===== src/rtl/ram_port_arbiter_if.sv =====
// Bus bundle between the two RAM requesters, the arbiter and the single-port data RAM.
// The slave modport is the arbiter's view; master is the requester/RAM side.
interface ram_port_arbiter_if #(
    parameter int unsigned AW = 10,
    parameter int unsigned DW = 32
);
    logic          r0_req;
    logic          r0_we;
    logic [AW-1:0] r0_addr;
    logic [DW-1:0] r0_wdata;
    logic          r0_gnt;
    logic          r0_rvalid;
    logic [DW-1:0] r0_rdata;

    logic          r1_req;
    logic          r1_we;
    logic [AW-1:0] r1_addr;
    logic [DW-1:0] r1_wdata;
    logic          r1_gnt;
    logic          r1_rvalid;
    logic [DW-1:0] r1_rdata;

    logic [AW-1:0] mem_addr;
    logic          mem_we;
    logic [DW-1:0] mem_wdata;
    logic [DW-1:0] mem_rdata;

    modport slave (
        input  r0_req, r0_we, r0_addr, r0_wdata,
        input  r1_req, r1_we, r1_addr, r1_wdata,
        input  mem_rdata,
        output r0_gnt, r0_rvalid, r0_rdata,
        output r1_gnt, r1_rvalid, r1_rdata,
        output mem_addr, mem_we, mem_wdata
    );

    modport master (
        output r0_req, r0_we, r0_addr, r0_wdata,
        output r1_req, r1_we, r1_addr, r1_wdata,
        output mem_rdata,
        input  r0_gnt, r0_rvalid, r0_rdata,
        input  r1_gnt, r1_rvalid, r1_rdata,
        input  mem_addr, mem_we, mem_wdata
    );
endinterface


===== src/rtl/ram_port_arbiter.sv =====
// Two-port arbiter for a single-port RAM with 1-cycle synchronous read.
// Port 0 has priority; port 1 pre-empts after MAX_WAIT consecutive denied cycles.
module ram_port_arbiter #(
    parameter int unsigned AW       = 10,
    parameter int unsigned DW       = 32,
    parameter int unsigned MAX_WAIT = 4
) (
    input logic               clock,
    input logic               rst_n,
    ram_port_arbiter_if.slave bus
);
    localparam logic [7:0] WAIT_LIM = 8'(MAX_WAIT);

    logic [7:0]    r_wait_cnt;
    logic          r_rd_pend;
    logic          r_rd_owner;
    logic [DW-1:0] r_rdata0;
    logic [DW-1:0] r_rdata1;

    logic          w_starve;
    logic          w_gnt0;
    logic          w_gnt1;
    logic          w_rd_gnt;
    logic          w_rvalid0;
    logic          w_rvalid1;
    logic [AW-1:0] w_addr;
    logic [DW-1:0] w_wdata;

    // Grants are gated by rst_n so nothing reaches the RAM while reset is held.
    always_comb begin
        w_starve = bus.r1_req && (r_wait_cnt >= WAIT_LIM);
        w_gnt1   = rst_n && bus.r1_req && (!bus.r0_req || w_starve);
        w_gnt0   = rst_n && bus.r0_req && !w_gnt1;
        w_rd_gnt = (w_gnt0 && !bus.r0_we) || (w_gnt1 && !bus.r1_we);
    end

    always_comb begin
        w_addr        = w_gnt1 ? bus.r1_addr  : bus.r0_addr;
        w_wdata       = w_gnt1 ? bus.r1_wdata : bus.r0_wdata;
        bus.mem_addr  = rst_n ? w_addr  : '0;
        bus.mem_wdata = rst_n ? w_wdata : '0;
        bus.mem_we    = (w_gnt0 && bus.r0_we) || (w_gnt1 && bus.r1_we);
        bus.r0_gnt    = w_gnt0;
        bus.r1_gnt    = w_gnt1;
    end

    always_comb begin
        w_rvalid0     = r_rd_pend && !r_rd_owner;
        w_rvalid1     = r_rd_pend && r_rd_owner;
        bus.r0_rvalid = w_rvalid0;
        bus.r1_rvalid = w_rvalid1;
        bus.r0_rdata  = w_rvalid0 ? bus.mem_rdata : r_rdata0;
        bus.r1_rdata  = w_rvalid1 ? bus.mem_rdata : r_rdata1;
    end

    always_ff @(posedge clock or negedge rst_n) begin
        if (!rst_n) begin
            r_wait_cnt <= '0;
            r_rd_pend  <= 1'b0;
            r_rd_owner <= 1'b0;
            r_rdata0   <= '0;
            r_rdata1   <= '0;
        end else begin
            r_rd_pend <= w_rd_gnt;
            if (w_rd_gnt) begin
                r_rd_owner <= w_gnt1;
            end
            if (bus.r1_req && !w_gnt1) begin
                if (r_wait_cnt != 8'hFF) begin
                    r_wait_cnt <= r_wait_cnt + 8'd1;
                end
            end else begin
                r_wait_cnt <= '0;
            end
            // Read data is a passthrough while valid; capture it so it holds afterwards.
            if (w_rvalid0) begin
                r_rdata0 <= bus.mem_rdata;
            end
            if (w_rvalid1) begin
                r_rdata1 <= bus.mem_rdata;
            end
        end
    end
endmodule


===== src/flat_wrapper.sv =====
// flat-port wrapper written by rule: the top's interface ports become plain ports
module ram_port_arbiter_flat 
#(
    parameter int unsigned AW       = 10,
    parameter int unsigned DW       = 32,
    parameter int unsigned MAX_WAIT = 4
)
  (clock, rst_n, bus_r0_req, bus_r0_we, bus_r0_addr, bus_r0_wdata, bus_r1_req, bus_r1_we, bus_r1_addr, bus_r1_wdata, bus_mem_rdata, bus_r0_gnt, bus_r0_rvalid, bus_r0_rdata, bus_r1_gnt, bus_r1_rvalid, bus_r1_rdata, bus_mem_addr, bus_mem_we, bus_mem_wdata);
  ram_port_arbiter_if #(.AW(AW), .DW(DW)) bus_i ();
  input logic clock;
  input logic rst_n;
  input wire logic [$bits(bus_i.r0_req)-1:0] bus_r0_req;
  input wire logic [$bits(bus_i.r0_we)-1:0] bus_r0_we;
  input wire logic [$bits(bus_i.r0_addr)-1:0] bus_r0_addr;
  input wire logic [$bits(bus_i.r0_wdata)-1:0] bus_r0_wdata;
  input wire logic [$bits(bus_i.r1_req)-1:0] bus_r1_req;
  input wire logic [$bits(bus_i.r1_we)-1:0] bus_r1_we;
  input wire logic [$bits(bus_i.r1_addr)-1:0] bus_r1_addr;
  input wire logic [$bits(bus_i.r1_wdata)-1:0] bus_r1_wdata;
  input wire logic [$bits(bus_i.mem_rdata)-1:0] bus_mem_rdata;
  output wire logic [$bits(bus_i.r0_gnt)-1:0] bus_r0_gnt;
  output wire logic [$bits(bus_i.r0_rvalid)-1:0] bus_r0_rvalid;
  output wire logic [$bits(bus_i.r0_rdata)-1:0] bus_r0_rdata;
  output wire logic [$bits(bus_i.r1_gnt)-1:0] bus_r1_gnt;
  output wire logic [$bits(bus_i.r1_rvalid)-1:0] bus_r1_rvalid;
  output wire logic [$bits(bus_i.r1_rdata)-1:0] bus_r1_rdata;
  output wire logic [$bits(bus_i.mem_addr)-1:0] bus_mem_addr;
  output wire logic [$bits(bus_i.mem_we)-1:0] bus_mem_we;
  output wire logic [$bits(bus_i.mem_wdata)-1:0] bus_mem_wdata;
  assign bus_i.r0_req = bus_r0_req;
  assign bus_i.r0_we = bus_r0_we;
  assign bus_i.r0_addr = bus_r0_addr;
  assign bus_i.r0_wdata = bus_r0_wdata;
  assign bus_i.r1_req = bus_r1_req;
  assign bus_i.r1_we = bus_r1_we;
  assign bus_i.r1_addr = bus_r1_addr;
  assign bus_i.r1_wdata = bus_r1_wdata;
  assign bus_i.mem_rdata = bus_mem_rdata;
  assign bus_r0_gnt = bus_i.r0_gnt;
  assign bus_r0_rvalid = bus_i.r0_rvalid;
  assign bus_r0_rdata = bus_i.r0_rdata;
  assign bus_r1_gnt = bus_i.r1_gnt;
  assign bus_r1_rvalid = bus_i.r1_rvalid;
  assign bus_r1_rdata = bus_i.r1_rdata;
  assign bus_mem_addr = bus_i.mem_addr;
  assign bus_mem_we = bus_i.mem_we;
  assign bus_mem_wdata = bus_i.mem_wdata;
  ram_port_arbiter #(.AW(AW), .DW(DW), .MAX_WAIT(MAX_WAIT)) u_core (.clock(clock), .rst_n(rst_n), .bus(bus_i));
endmodule

===== config.mk =====
export PLATFORM = sky130hd
export DESIGN_NAME = ram_port_arbiter_flat
export DESIGN_NICKNAME = d
export VERILOG_FILES = /design/src/rtl/ram_port_arbiter_if.sv /design/src/rtl/ram_port_arbiter.sv /design/src/flat_wrapper.sv
export SDC_FILE = /design/constraint.sdc
export NUM_CORES = 1
export LEC_CHECK = 0
export CORE_UTILIZATION = 34
export DETAILED_ROUTE_END_ITERATION = 12
export GPL_TIMING_DRIVEN = 1
export PLACE_DENSITY_LB_ADDON = 0.08
export SYNTH_ARGS = -nofsm -noshare
export SYNTH_HDL_FRONTEND = slang
export SYNTH_SLANG_ARGS = --single-unit

===== constraint.sdc =====
create_clock -name clock -period 1.6 [get_ports clock]
set_clock_uncertainty 0.05 [all_clocks]
set_input_delay 0.24 -clock clock [delete_from_list [all_inputs] [get_ports clock]]
set_output_delay 0.24 -clock clock [all_outputs]
set_load 0.02 [all_outputs]

==> results.cfg <==
[setup_path]
startpoint = u_core.r_wait_cnt[2]
worst_setup_path_end_kind = primary output
cpPeakStageDelay_ns = 0.43
crit_end = bus_mem_wdata[17]
critPathBufInv = 3
worstSetupPathDepth = 6
path_max_fanout = 7
r2r-end = u_core.r_rd_owner
cpMaxStageDelayCell = dfrtp_2
rr_worst_depth = 7
r2r_start = u_core.r_wait_cnt[2]
worstSetupPathType = register to primary output
cpLargestDelayFamily = flip-flops
worstPathArrival_ns = 2.03
start_kind = register
ff2ff_setup_slack_ns = -0.13
critPathMostFrequentCell = buf_12
required_ns = 1.31
crit_chain = nor4b_4, a21o_4, buf_12, buf_12, mux2i_4, buf_6

[cts]
cts_made_buffers = 9
cts_max_level = 3
clkSinkCount = 74
clock_latency_ns = 0.34
cts-root-buf = clkbuf_8
cts_hold_buf = 0
clockBufferDepth = 2
clk_pin_slew_ns = 0.08
cts_tree = yes

[logic_synthesis]
yosysTopAreaCellShare = 0.483
synthMostInstantiatedCell = dfrtp_1
synth-seq-cells = 74
syn-mean-instance-area_sq_um = 11.3
ys_types = 33
yosys-top-cells-area = dfrtp_1 48%, mux2_2 19%, mux2i_1 11%
synth-edff-count = 0
ys_warn_count = 0
seq_area_frac_synth = 0.483
synth_area_leader_cell = dfrtp_1
synth_common_cells = 74 x dfrtp_1, 65 x mux2_2, 48 x nand2_1
synthCells = 339
synthArstFlopShare = 1.00
syn_area_sq_um = 3830
mappedNetlistNets = 463
synth_ff_type = dfrtp_1

[run_status]
outcome = complete, but fails checks
violations = negative setup slack

[pwr]
p_per_area_nw_per_um2 = 1170
totalPowerFinal_mw = 9.66
max-vdd-ir-drop_v = 0.00103
p_leak_nw = 3.89

[placement]
port_buffers = 232
pre_cts_ws_ns = -1.06
dpl.hpwl_microns = 9490
place_congestion = 0.771

[layout]
diodes = 0
nFillCells = 744
drive_gt1_frac = 0.501
nets = 760
area_growth_pct = 114

[min_path]
min_path_type = primary input to asynchronous set/reset pin

[timing]
relSlewSlack = 0.755
slew_violations = 0
fin_ws_ns = -0.715
hold_slack_ns = 0.00710
finalHoldViolCount = 0
period_minus_slack_ns = 2.32
setup-tns-final_ns = -55.57
period_share = 1.45
finalSetupViolations = 113
tightest_slew_ns = 0.367
max_freq_ghz = 0.432
rsz0062_at_grt = yes

[global_route]
grt_pass1_wl_microns = 20000
globalRoute.totalOverflow = 0
grt_pass1_vias = 3701
grt_max_degree = 29
grt_util_all_layers = 0.228
antenna_found_initial = 0

[floorplan]
start_util = 0.352
design.core.area_sq_um = 10900
die_y_microns = 108
io_pins = 233
rows = 38
die_w_microns = 108
die_area_sq_um = 11700

[route]
viasPerCell = 4.67
drc = 0
drtAntennaViolNets = 0
finalWirelength_microns = 14000
drtIter0Drc = 123
wire_per_inst_microns = 17.9
vias = 3648
drtPass1Iterations = 4

[run]
max_cap_viol_count = 0
-- per-stage QoR --
step / utilization / instances / cell area (sq um)
4_1_cts: 0.712 / 770 / 7750
3_5_place_dp: 0.641 / 719 / 6980
5_1_grt: 0.755 / 781 / 8220
3_3_place_gp: 0.641 / 719 / 6980
2_1_floorplan: - / 339 / 4340
6_report: 0.755 / 781 / 8220
-- state kept, by name (all words and copies together), names as in the netlist --
register and count:
u_core.r_rdata0 32, u_core.r_wait_cnt 8, u_core.r_rdata1 32, u_core.r_rd_owner 1, u_core.r_rd_pend 1
-- cell usage in the layout (no fill, tap or decap), types with 4 or more instances in the layout --
| cell type | count |
|---|---|
| buf_12 | 10 |
| mux2i_4 | 40 |
| a21oi_1 | 6 |
| inv_1 | 44 |
| a211oi_1 | 4 |
| buf_4 | 37 |
| clkdlybuf4s50_1 | 120 |
| clkbuf_8 | 11 |
| buf_6 | 126 |
| dfrtp_1 | 71 |
| nand3_1 | 4 |
| buf_8 | 7 |
| mux2_4 | 65 |
| nand2_1 | 47 |
-- power breakdown --
group / internal, mW / switching, mW / total, mW
Sequential: 2.49 / 0.219 / 2.71
Clock: 1.12 / 0.680 / 1.80
Combinational: 2.94 / 2.20 / 5.14
-- cell families (layout without fill, tap and decap cells) --
group                      Yosys count  after routing  share of synthesized area
AOI/OAI and AO/OA                   18             18                     0.0297
adders and majority gates            2              2                    0.00653
buffers and inverters               66            368                     0.0875
DFF                                 74             74                      0.483
muxes                              107            107                      0.301
and+or+nand+nor                     72             72                     0.0924
-- how the worst min path moves through the flow --
| stage | startpoint | endpoint | slack, ns | depth (start not counted) |
|---|---|---|---|---|
| 2_1_floorplan | rst_n | u_core.r_rd_owner | -0.11 | 0 |
| 3_3_place_gp | rst_n | u_core.r_rdata0[31] | 0.38 | 3 |
| 3_5_place_dp | rst_n | u_core.r_rdata0[31] | 0.38 | 3 |
| 4_1_cts | rst_n | u_core.r_rdata0[31] | 0.007 | 3 |
| 5_1_grt | rst_n | u_core.r_rdata1[8] | 0.02 | 3 |
| 6_report | rst_n | u_core.r_rdata0[31] | 0.007 | 3 |
-- routing by layer --
layer / share of wire / global-route usage
met1: 0.39 / 0.267
met2: 0.54 / 0.413
met3: 0.058 / 0.0657
met4: 0.0099 / 0.0450
met5: 0 / 0
-- what timing repair did --
| item | CTS | global route |
|---|---|---|
| resized for setup | 620 | 163 |
| gates cloned | 6 | 2 |
| endpoints found under the setup margin | 113 | 116 |
| pin swaps | 3 | 4 |
| setup buffers | 30 | 17 |
-- worst reg2reg max path: cells and delay by family, from the launching register on --
| family | cells | cell delay, ns |
|---|---|---|
| and+or+nand+nor | 1 | 0.32 |
| AOI/OAI and AO/OA | 2 | 0.40 |
| DFF | 1 | 0.43 |
| buffers and inverters | 4 | 0.41 |
-- final cells by class --
cell class,instances,area [sq um],area share
Timing Repair Buffer,306,3320,0.404
Sequential cell,74,1860,0.226
Multi-Input combinational cell,199,2430,0.296
Tap cell,140,175,0.0213
Clock inverter,4,97.6,0.0119
Inverter,46,178,0.0216
Clock buffer,12,155,0.0189
No activity file was read; power rests on OpenSTA's default activity.
